$ cat src/rtl/sar_pkg.sv
// Shared types and constants for the successive-approximation search block.
package sar_pkg;
   localparam int SAR_WIDTH = 4;
   localparam int MAX_STEPS = SAR_WIDTH + 1;

   typedef enum logic [1:0] {S_IDLE, S_PROBE, S_DONE, S_ERR} state_t;
endpackage

$ cat src/rtl/sar_bounds.sv
// Search window registers lo/hi with midpoint probe and empty-range lookahead; no control state.
module sar_bounds #(
   parameter int WIDTH = 4
) (
   input  logic             clk,
   input  logic             rst,
   input  logic             init_i,
   input  logic             gt_i,
   input  logic             lt_i,
   output logic [WIDTH-1:0] probe_o,
   output logic             gt_empty_o,
   output logic             lt_empty_o
);
   logic [WIDTH:0] lo_q, hi_q, lo_d, hi_d;
   logic [WIDTH:0] probe_x;

   assign probe_o = WIDTH'((lo_q + hi_q) >> 1);
   assign probe_x = {1'b0, probe_o};

   // Compare without forming probe-1, so a probe of 0 never wraps the window.
   assign gt_empty_o = (probe_x + (WIDTH+1)'(1)) > hi_q;
   assign lt_empty_o = (lo_q + (WIDTH+1)'(1)) > probe_x;

   always_comb begin
      lo_d = lo_q;
      hi_d = hi_q;
      if (init_i) begin
         lo_d = '0;
         hi_d = {1'b0, {WIDTH{1'b1}}};
      end else if (gt_i) begin
         lo_d = probe_x + (WIDTH+1)'(1);
      end else if (lt_i) begin
         hi_d = probe_x - (WIDTH+1)'(1);
      end
   end

   always_ff @(posedge clk) begin
      if (rst) begin
         lo_q <= '0;
         hi_q <= '0;
      end else begin
         lo_q <= lo_d;
         hi_q <= hi_d;
      end
   end
endmodule

$ cat src/rtl/sar_search_4.sv
// Binary search of a hidden value through an external 3-way comparator; one probe per accepted compare.
// Optional SAR_SEARCH_STEPCNT_EN adds a 'steps' output counting accepted comparisons.
module sar_search_4
   import sar_pkg::*;
#(
   parameter int WIDTH = 4
) (
   input  logic             clk,
   input  logic             rst,
   input  logic             start,
   output logic [WIDTH-1:0] probe,
   output logic             probe_valid,
   input  logic             cmp_valid,
   input  logic             cmp_gt,
   input  logic             cmp_eq,
   input  logic             cmp_lt,
   output logic             busy,
   output logic             done,
   output logic [WIDTH-1:0] result,
`ifdef SAR_SEARCH_STEPCNT_EN
   output logic [$clog2(WIDTH+2)-1:0] steps,
`endif
   output logic             error
);
   state_t           state_q;
   logic             probe_valid_q, busy_q, done_q, error_q;
   logic [WIDTH-1:0] result_q;
   logic             accept, onehot, init, upd_gt, upd_lt, gt_empty, lt_empty;

   assign accept = (state_q == S_PROBE) && probe_valid_q && cmp_valid;
   assign onehot = (cmp_gt ^ cmp_eq ^ cmp_lt) && !(cmp_gt && cmp_eq && cmp_lt);
   assign init   = (state_q == S_IDLE) && start;
   assign upd_gt = accept && onehot && cmp_gt;
   assign upd_lt = accept && onehot && cmp_lt;

   sar_bounds #(.WIDTH(WIDTH)) u_bounds (
      .clk        (clk),
      .rst        (rst),
      .init_i     (init),
      .gt_i       (upd_gt),
      .lt_i       (upd_lt),
      .probe_o    (probe),
      .gt_empty_o (gt_empty),
      .lt_empty_o (lt_empty)
   );

   // probe_valid trails entry into PROBE by one cycle so the first probe settles.
   always_ff @(posedge clk) begin
      if (rst) begin
         state_q       <= S_IDLE;
         probe_valid_q <= 1'b0;
         busy_q        <= 1'b0;
         done_q        <= 1'b0;
         error_q       <= 1'b0;
         result_q      <= '0;
      end else begin
         done_q  <= 1'b0;
         error_q <= 1'b0;
         case (state_q)
            S_IDLE: begin
               if (start) begin
                  state_q       <= S_PROBE;
                  busy_q        <= 1'b1;
                  probe_valid_q <= 1'b0;
               end
            end
            S_PROBE: begin
               probe_valid_q <= 1'b1;
               if (accept) begin
                  if (!onehot || (cmp_gt && gt_empty) || (cmp_lt && lt_empty)) begin
                     state_q       <= S_ERR;
                     error_q       <= 1'b1;
                     busy_q        <= 1'b0;
                     probe_valid_q <= 1'b0;
                  end else if (cmp_eq) begin
                     state_q       <= S_DONE;
                     done_q        <= 1'b1;
                     busy_q        <= 1'b0;
                     probe_valid_q <= 1'b0;
                     result_q      <= probe;
                  end
               end
            end
            S_DONE:  state_q <= S_IDLE;
            S_ERR:   state_q <= S_IDLE;
            default: state_q <= S_IDLE;
         endcase
      end
   end

`ifdef SAR_SEARCH_STEPCNT_EN
   logic [$clog2(WIDTH+2)-1:0] steps_q;

   always_ff @(posedge clk) begin
      if (rst || init) begin
         steps_q <= '0;
      end else if (accept && (int'(steps_q) < MAX_STEPS)) begin
         steps_q <= steps_q + 1'b1;
      end
   end

   assign steps = steps_q;
`endif

   assign probe_valid = probe_valid_q;
   assign busy        = busy_q;
   assign done        = done_q;
   assign error       = error_q;
   assign result      = result_q;
endmodule

$ cat config.mk
export PLATFORM = sky130hd
export DESIGN_NAME = sar_search_4
export DESIGN_NICKNAME = d
export VERILOG_FILES = /design/src/rtl/sar_pkg.sv /design/src/rtl/sar_bounds.sv /design/src/rtl/sar_search_4.sv
export SDC_FILE = /design/constraint.sdc
export NUM_CORES = 1
export LEC_CHECK = 0
export CORE_ASPECT_RATIO = 1.4
export CORE_UTILIZATION = 54
export CTS_CLUSTER_DIAMETER = 200
export DETAILED_ROUTE_END_ITERATION = 10
export MAX_ROUTING_LAYER = met4
export PLACE_DENSITY = 0.9
export SYNTH_ARGS = -nofsm -noshare
export SYNTH_HDL_FRONTEND = slang
export SYNTH_SLANG_ARGS = --single-unit
$ cat constraint.sdc
create_clock -name clk -period 4.7 [get_ports clk]
set_clock_uncertainty 0.2 [all_clocks]
set_input_delay 0.94 -clock clk [delete_from_list [all_inputs] [get_ports clk]]
set_output_delay 0.94 -clock clk [all_outputs]
set_load 0.02 [all_outputs]
# Word-level counts from Yosys, hierarchy flattened
# Index checks and enable logic that the tools add are counted.
[classes] add_sub_neg=4 magnitude_cmp=2 n_eq_ne=7 muxes=20 n_bitwise=6 reduce_logical=28
[ops] op="$mux 4" count=3
[ops] op="$logic_and 1x1->1" count=11
[ops] op="$mux 1" count=10
[ops] op="$mux 2" count=4
[ops] op="$reduce_and 4->1" count=2
[ops] op="$ne 2x2->1 const B" count=3
[ops] op="$pmux 2 s3" count=1
[ops] op="$reduce_and 2->1" count=3
[ops] op="$add 4x1->5 const B" count=1
[ops] op="$add 5x1->5 const B" count=1
[ops] op="$add 5x5->5" count=1
[ops] op="$gt 5x4->1" count=1
[ops] op="$gt 5x5->1" count=1
[ops] op="$sub 4x1->5 const B" count=1
[ops] op="$eq 2x2->1 const B" count=2
[ops] op="$not 1->1" count=4
[ops] op="$pmux 1 s2" count=2
[ops] op="$reduce_bool 2->1" count=2
[ops] op="$reduce_or 2->1" count=2
[ops] op="$reduce_or 4->1" count=1
[ops] op="$ne 3x2->1 const B" count=1
[ops] op="$reduce_and 3->1" count=1
[ops] op="$reduce_or 3->1" count=1
[ops] op="$eq 2x1->1 const B" count=1
[ops] op="4 further kinds" count=7
[word_totals] reg_bits=20 elab_cells=76

# Depth between registers and ports, before layout
# Gate-level depths: netlist of the first run.
[depth] depth_word=10 depth_mapped=13 ltp_nobuf=13

# Modules after synthesis
# Synthesis of the first run repeated with hierarchy kept, for this count alone.
[hier_totals] hier_cells=154 area_unflattened_um2=1382.6
[by_module_without_submodules] mod="sar_bounds" n_inst=1 cells_each=100 area_per_inst_um2=887.1
[by_module_without_submodules] mod="sar_search_4" n_inst=1 cells_each=54 area_per_inst_um2=495.5

# Least setup slack after synthesis of the first run
# OpenSTA, ideal clock, no wires.
[synth_path] path_kind="register -> register" startpoint="register u_bounds.lo_q[0]" endpoint="register result_q[1] (netlist: result[1])" arrival_time_ns=3.522 t_required_ns=4.379 slack_ns=0.857 path_stages_with_launch=12 path_buffers=0 synth_period_minus_slack_ns=3.843 cell_sequence="dfxtp_1 -> and2_1 -> fa_1 -> inv_1 -> or4_4 -> xnor2_2 -> ha_1 -> a21oi_1 -> a21boi_0 -> o221a_2 -> nor4_4 -> mux2_2"
[synth_via] elab_chain_cells=8 word_cells_on_any_way=11 classes_between="3 x add/sub; 2 x order compare; 1 x bitwise; 5 x reduce/logical"
[synth_lines] item="from (decl)" line="sar_bounds.sv:14" source="logic [WIDTH:0] lo_q, hi_q, lo_d, hi_d;"
[synth_lines] item="from (signal assigned)" line="sar_bounds.sv:42" source="lo_q <= lo_d;"
[synth_lines] item="$add 5x5->5 (*)" line="sar_bounds.sv:17" source="assign probe_o = WIDTH'((lo_q + hi_q) >> 1);"
[synth_lines] item="via probe[0]" line="sar_search_4.sv:11" source="output logic [WIDTH-1:0] probe,"
[synth_lines] item="$add 4x1->5" line="sar_bounds.sv:21" source="assign gt_empty_o = (probe_x + (WIDTH+1)'(1)) > hi_q;"
[synth_lines] item="$gt 5x5->1" line="sar_bounds.sv:21"
[synth_lines] item="$logic_and 1x1->1" line="sar_search_4.sv:70" source="if (!onehot || (cmp_gt && gt_empty) || (cmp_lt && lt_empty)) begin"
[synth_lines] item="$logic_or 1x1->1" line="sar_search_4.sv:70"
[synth_lines] item="$logic_or 1x1->1 (*)" line="sar_search_4.sv:70"
[synth_lines] item="$not 1->1 (no source line) (*)"
[synth_lines] item="$reduce_and 4->1 (no source line) (*)"
[synth_lines] item="to (signal assigned)" line="sar_search_4.sv:80" source="result_q <= probe;"
[synth_lines] item="to (decl)" line="sar_search_4.sv:27" source="logic [WIDTH-1:0] result_q;"
# Mark *: on every way through the listed nets, which the timed path passes. The rest lies on a longest branch.
# A chain may end at the register's enable or synchronous reset.

# Final worst setup path of the first run
[layout_path] startpoint="register u_bounds.lo_q[0]" endpoint="register result_q[2] (netlist: result[2])"
[layout_via] elab_chain_cells=8 word_cells_on_any_way=11 classes_between="3 x add/sub; 2 x order compare; 1 x bitwise; 5 x reduce/logical"
[layout_lines] item="$add 5x5->5" line="sar_bounds.sv:17"
[layout_lines] item="$add 4x1->5" line="sar_bounds.sv:21"
[layout_lines] item="$gt 5x5->1" line="sar_bounds.sv:21"
[layout_lines] item="$logic_and 1x1->1" line="sar_search_4.sv:70"
[layout_lines] item="$logic_or 1x1->1 (2 in series)" line="sar_search_4.sv:70"
[layout_lines] item="$not 1->1 (no source line)"
[layout_lines] item="$reduce_and 4->1 (no source line)"
# Parallel ways exist; a longest one is shown, timed or not.

==> results of run 1 <==
## placed cells by master, fill, tap and decap left out, types with 2 or more instances in the layout
cell type and n:
dfxtp_1 20, clkdlybuf4s50_1 18, ha_1 15, nor2_1 13
inv_1 10, a21oi_1 9, xnor2_1 6, nand3_1 6
and3_1 5, mux2i_1 5, nor3_1 5, mux2_2 4
nor2b_1 4, nand2_1 4, nand2b_1 4, a211oi_1 4
nand4_1 3, clkbuf_4 3, xnor2_2 2, or2_2 2
and2_1 2, o21ai_0 2
## sequential cells by signal (all words and copies together) (netlist names)
signal / flops
done: 1
busy: 1
state_q: 2
probe_valid: 1
u_bounds.lo_q: 5
error: 1
u_bounds.hi_q: 5
result: 4
## area by class of cell
cell class	instances	area (sq um)	share of cell area (%)
well taps	34	42.54	2.628
flip-flops and latches	20	400.4	24.73
clock buffers	3	22.52	1.391
multi-input cells	118	919.6	56.80
repair buffers	19	187.7	11.59
inverters	12	46.29	2.859
## power breakdown
| group | internal (W) | switching, W |
|---|---|---|
| Clock | 0.0000299 | 0.0000505 |
| Sequential | 0.000175 | 0.00000577 |
| Combinational | 0.0000418 | 0.0000512 |
| Total | 0.000247 | 0.000107 |
## routing by layer
metal	vias to the layer above	track usage, %	wire length, microns
met1	576	26.87	1278
met2	31	45.59	1643
met5	-	-	0
met3	17	5.202	102
met4	0	18.61	140
li1	585	-	-
## cells in the mapped netlist, drive strengths merged, types with 5 or more instances
cell	n
xnor2	8
a21oi	10
dfxtp	20
a211oi	5
nand3	6
and3	6
nor3	5
mux2i	5
nor2	13
inv	11
ha	15
## worst register-to-register path: cells and delay by family, from the launching register on
kind / cells / cell delay, ns
AND/OR/NAND/NOR: 3 / 1.14
adder cells (fa/ha/maj): 2 / 0.97
AO/OA/AOI/OAI: 3 / 0.56
multiplexers: 1 / 0.39
flip-flops: 1 / 0.38
XOR/XNOR: 1 / 0.15
buffers and inverters: 1 / 0.10
## cells by family after synthesis
| logic type | Yosys count | share of synthesized area, % |
|---|---|---|
| adders and majority gates | 16 | 15.01 |
| DFF | 20 | 28.93 |
| and+or+nand+nor | 57 | 24.32 |
| buffers and inverters | 16 | 4.610 |
| AOI/OAI and AO/OA | 27 | 13.47 |
| xor gates and xnor gates | 9 | 6.781 |
| muxes | 9 | 6.872 |
## stage by stage
stage          util (%)  total power, W  setup slack [ns]  std cells  hold WS [ns]
2_1_floorplan         -       0.0002461            0.8573        154        0.2683
3_3_place_gp      66.05       0.0002723            0.8799        203        0.2701
3_5_place_dp      66.05       0.0002763            0.7346        203        0.2790
4_1_cts           66.98       0.0003542            0.7209        206        0.2958
5_1_grt           66.98       0.0003700            0.5788        206        0.3131
6_report          66.98       0.0003541            0.7164        206        0.2948
## worst paths after layout
check / startpoint / to / slack, ns
max: u_bounds.lo_q[0] / result[2] / 0.72
max reg2reg: u_bounds.lo_q[0] / result[2] / 0.72
min reg2reg: result[0] / result[0] / 0.29
min: result[0] / result[0] / 0.29
==> flow_summary.json, run 1 <==
{
  "synthesis.nets": 177,
  "synth_seq_area_share_pct": 28.93,
  "fillers": 192,
  "irDropWorstVdd_mv": 0.1615,
  "syn_inst": 154,
  "clkSinkCount": 20,
  "cts_max_level": 1,
  "cp.required_ns": 4.70,
  "route.detailed.drc": 0,
  "timing.max_slew.rel_slack_pct": 52.62,
  "cts-buffers-inserted": 3,
  "die_area_sq_mm": 0.002772,
  "rsz0062_at_grt": "false",
  "power_leakage_nw": 0.6942,
  "worstHoldPathType": "reg2reg",
  "first_iter_violations": 26,
  "critical-path-max-stage-delay_ns": 0.64,
  "post-route-min-period_ns": 3.984,
  "grt_pass1_vias": 1219,
  "portBuffers": 18,
  "cts_tree": "yes",
  "netlist_top_cells_area": "dfxtp_1 29%, ha_1 14%, xnor2_1 3.8%",
  "critical_path.top_delay_family": "simple AND/OR/NAND/NOR gates",
  "vias_per_cell": 5.869,
  "ctsHoldBuffers": 0,
  "dp_hpwl_microns": 2526,
  "syn-cell-area_sq_mm": 0.001384,
  "route.vias.total": 1209,
  "placeable_core_region_sq_mm": 0.002417,
  "tightest_slew_ns": 0.7086,
  "hold_viol_final": 0,
  "power_per_standard_cell_area_mw_per_mm2": 218.7,
  "antenna_found_initial": 0,
  "largest_net_degree_at_the_start_of_global_routing": 20,
  "maxSlewViolCount": 0,
  "numnets_final": 197,
  "cp_num_buf_inv": 1,
  "worstHoldPathCells": 2,
  "achievable-frequency_mhz": 251.0,
  "totalWireLength_microns": 3164,
  "outcome": "completed",
  "timing.critical_path.cells": "and2_1 -> fa_1 -> inv_1 -> or4_4 -> xnor2_2 -> ha_1 -> a21oi_1 -> a21boi_0 -> o221a_2 -> nor4_4 -> mux2_2",
  "r2r.worst_path.cells": 11,
  "ant_nets": 0,
  "edff_count_synth": 0,
  "yosysWarningCount": 0,
  "synthDominantCellAreaShare_pct": 28.93,
  "drive_above_1_share_pct": 12.79,
  "cp-start-kind": "register",
  "floorplan.initialDensity_pct": 57.25,
  "postcts_resize_cnt": 0,
  "cts_root_buffer": "clkbuf_4",
  "async_reset_ff_share_pct": 0,
  "critical_setup_path_kind": "reg2reg",
  "timing.critical_path.fanout_max": 8,
  "floorplan.io_pins": 19,
  "antenna-diode-count": 0,
  "clockBufferDepth": 2,
  "final.setup.tns_ns": 0,
  "worst-endpoint-arrival_ns": 3.98,
  "gpl.final_weighted_congestion": 0.9166,
  "floorplan.die.width_microns": 44.79,
  "synth_seq_cells": 20,
  "timing.critical_path.slowest_stage_cell": "fa_1",
  "postPlaceCellArea_sq_mm": 0.001597,
  "postCtsSetupBuffers": 0,
  "detail_route.first_pass.iterations": 4,
  "yosys.area.top_type": "dfxtp_1",
  "grt_first_pass_wirelength_microns": 5126,
  "cts.clk_slew.worst_paths_ns": 0.11,
  "ys_types": 48,
  "kind_of_capture_point_of_the_worst_setup_path": "register",
  "drv_cap": 0,
  "grt_remaining_overflow": 0,
  "area_growth_pct": 17.00,
  "num_rows": 21,
  "postSynth.topFlopCell": "dfxtp_1",
  "chip_height_microns": 61.90,
  "globalRouteTotalUtil_pct": 26.56,
  "final.period_utilization_pct": 84.76,
  "cp.depth": 11,
  "clkLatencyLatePin_ns": 0.30,
  "wl_per_cell_microns": 15.36,
  "report.final.setup_viol": 0,
  "final_design_area_no_fill_sq_mm": 0.001619,
  "post_synthesis_average_cell_area_sq_um": 8.986
}
No activity file was read; power rests on OpenSTA's default activity.
==> run 2: changes to the inputs <==
CORE_UTILIZATION = 49   (was 54)
PLACE_DENSITY = 0.86   (was 0.9)
clock period = 3.4 ns   (was 4.7 ns; I/O delays follow)
==> run 2 against run 1 <==
Critical path depth increased by 1. Critical path type unchanged. Sequential power increased by 38%. Largest power group unchanged. Cell count up 11%. Critical endpoint unchanged. Cell area rose by 18%. Core utilization increased by 5.0 points. The flow now finishes with violations (negative setup slack).
==> flow_summary.json, run 2 (synthesis results as in run 1) <==
{
  "outcome": "finished with violations",
  "violations": "negative setup slack",
  "whs_endpoint": "result[0]",
  "area_growth_pct": 37.52,
  "floorplan.io_pins": 19,
  "mostFrequentLayoutCells": "20 x buf_4, 18 x clkdlybuf4s50_1, 14 x dfxtp_1, 13 x nor2_1, 12 x ha_1",
  "grt_first_pass_wirelength_microns": 6272,
  "r2r.worst_path.cells": 12,
  "vias_per_cell": 5.728,
  "power_leakage_nw": 0.8148,
  "final.period_utilization_pct": 101.9,
  "worst-endpoint-arrival_ns": 3.49,
  "cp-start-kind": "register",
  "worstReg2RegStart": "u_bounds.hi_q[0]",
  "chip_height_microns": 64.88,
  "gpl.final_weighted_congestion": 0.9367,
  "report.final.setup_viol": 8,
  "fillers": 186,
  "antenna_found_initial": 0,
  "grt_pass1_vias": 1374,
  "clkSinkCount": 20,
  "grt_remaining_overflow": 0,
  "rsz0062_at_grt": "true",
  "antenna-diode-count": 0,
  "critical_setup_path_kind": "reg2reg",
  "wl_per_cell_microns": 17.61,
  "detail_route.first_pass.iterations": 4,
  "timing.critical_path.fanout_max": 4,
  "maxSlewViolCount": 0,
  "numnets_final": 216,
  "clkLatencyLatePin_ns": 0.32,
  "largest_net_degree_at_the_start_of_global_routing": 20,
  "post-route-worst-setup-slack_ns": -0.06558,
  "drv_cap": 0,
  "first_iter_violations": 33,
  "cts_max_level": 1,
  "tightest_slew_ns": 0.7458,
  "floorplan.initialDensity_pct": 52.37,
  "critical_path.reg2reg.endpoint": "result[2]",
  "route.vias.total": 1306,
  "layout.cells.most_common": "buf_4",
  "route.detailed.drc": 0,
  "holdCritStartpoint": "result[0]",
  "cts.clk_slew.worst_paths_ns": 0.12,
  "timing.reg2reg.setup_slack_ns": -0.07,
  "totalWireLength_microns": 4016,
  "cp.required_ns": 3.42,
  "cts-buffers-inserted": 3,
  "timing.max_slew.rel_slack_pct": 50.12,
  "achievable-frequency_mhz": 288.6,
  "worstHoldPathType": "reg2reg",
  "floorplan.die.width_microns": 46.92,
  "post-route-min-period_ns": 3.466,
  "clockBufferDepth": 2,
  "die_area_sq_mm": 0.003044,
  "globalRouteTotalUtil_pct": 29.48,
  "irDropWorstVdd_mv": 0.1998,
  "ctsHoldBuffers": 0,
  "detailedPlace.worstSlack_ns": -0.1651,
  "hold_viol_final": 0,
  "cts_tree": "yes",
  "dp_hpwl_microns": 2751,
  "power_per_standard_cell_area_mw_per_mm2": 297.8,
  "finish.cell_count_without_fillers": 228,
  "cts_root_buffer": "clkbuf_4",
  "kind_of_capture_point_of_the_worst_setup_path": "register",
  "worstHoldPathCells": 2,
  "portBuffers": 18,
  "drive_above_1_share_pct": 30.73,
  "ant_nets": 0,
  "placeable_core_region_sq_mm": 0.002643,
  "dp_cells": 217,
  "num_rows": 22
}
## run 2: cell types whose count changed in the layout (fill, tap and decap cells not counted), moves of 2 or more
cell	previous run	this run
and2_4	0	2
xnor2_1	6	4
ha_4	0	3
ha_1	15	12
dfxtp_2	0	6
and2_1	2	0
dfxtp_1	20	14
xnor2_4	0	2
mux2_2	4	1
mux2_4	0	3
buf_4	1	20
## run 2: power by group
group          leakage [nW]  switching (W)  internal [W]
registers             0.165     0.00000735      0.000243
clock network        0.0210      0.0000820     0.0000656
logic                 0.628      0.0000877     0.0000815
total                 0.815       0.000177      0.000390
## run 2: through the flow
stage          hold WS (ns)  util [%]  TNS [ns]  power [W]  cell area, sq um
2_1_floorplan        0.2683         -   -0.7297  0.0003417              1403
3_3_place_gp         0.2643     64.63  -0.04034  0.0003873              1708
3_5_place_dp         0.2754     64.63   -0.7107  0.0003965              1708
4_1_cts              0.2926     69.65   -0.1608  0.0005508              1841
5_1_grt              0.3049     72.02   -0.9005  0.0005980              1903
6_report             0.2994     72.02   -0.2623  0.0005668              1903
## run 2: final cells by class
cell class              instances  area, sq um  share of cell area [%]
well taps                      36        45.04                   2.367
repair buffers                 38        330.3                   17.36
multi-input cells             118         1037                   54.50
flip-flops and latches         20        407.9                   21.43
inverters                      12        46.29                   2.433
clock buffers                   4        36.28                   1.907
## run 2: worst max-delay path by stage
stage / from / endpoint / slack (ns) / cells after the start
after floorplan: u_bounds.hi_q[0] / result[1] / -0.15 / 11
after global placement: u_bounds.hi_q[0] / result[1] / -0.01 / 14
after detailed placement: u_bounds.hi_q[0] / busy / -0.17 / 11
after CTS: u_bounds.hi_q[0] / result[2] / -0.05 / 11
after global routing: u_bounds.hi_q[0] / result[1] / -0.14 / 12
final: u_bounds.hi_q[0] / result[2] / -0.07 / 12
## run 2: what timing repair did
action                                  in CTS  in global routing
pin swaps                                    6                  6
setup buffers                                5                  2
endpoints found under the setup margin      10                 11
resized for setup                            6                 10
## run 2: worst max-delay path: stages (launching register included)
cell	delay, ns
dfxtp_2	0.34
and2_4	0.15
fa_2	0.54
inv_2	0.05
or4_4	0.51
xnor2_4	0.16
ha_4	0.30
nand4_1	0.15
o21bai_1	0.23
o221a_4	0.24
nor4_4	0.04
buf_4	0.17
mux2_4	0.29
## run 2: metal layers
metal	vias to the layer above	part of all wire, %	track usage (%)
met3	18	3.6	7.242
met4	0	3.9	17.50
met1	621	39	29.67
met2	44	54	48.96
li1	623	-	-
met5	-	0	-
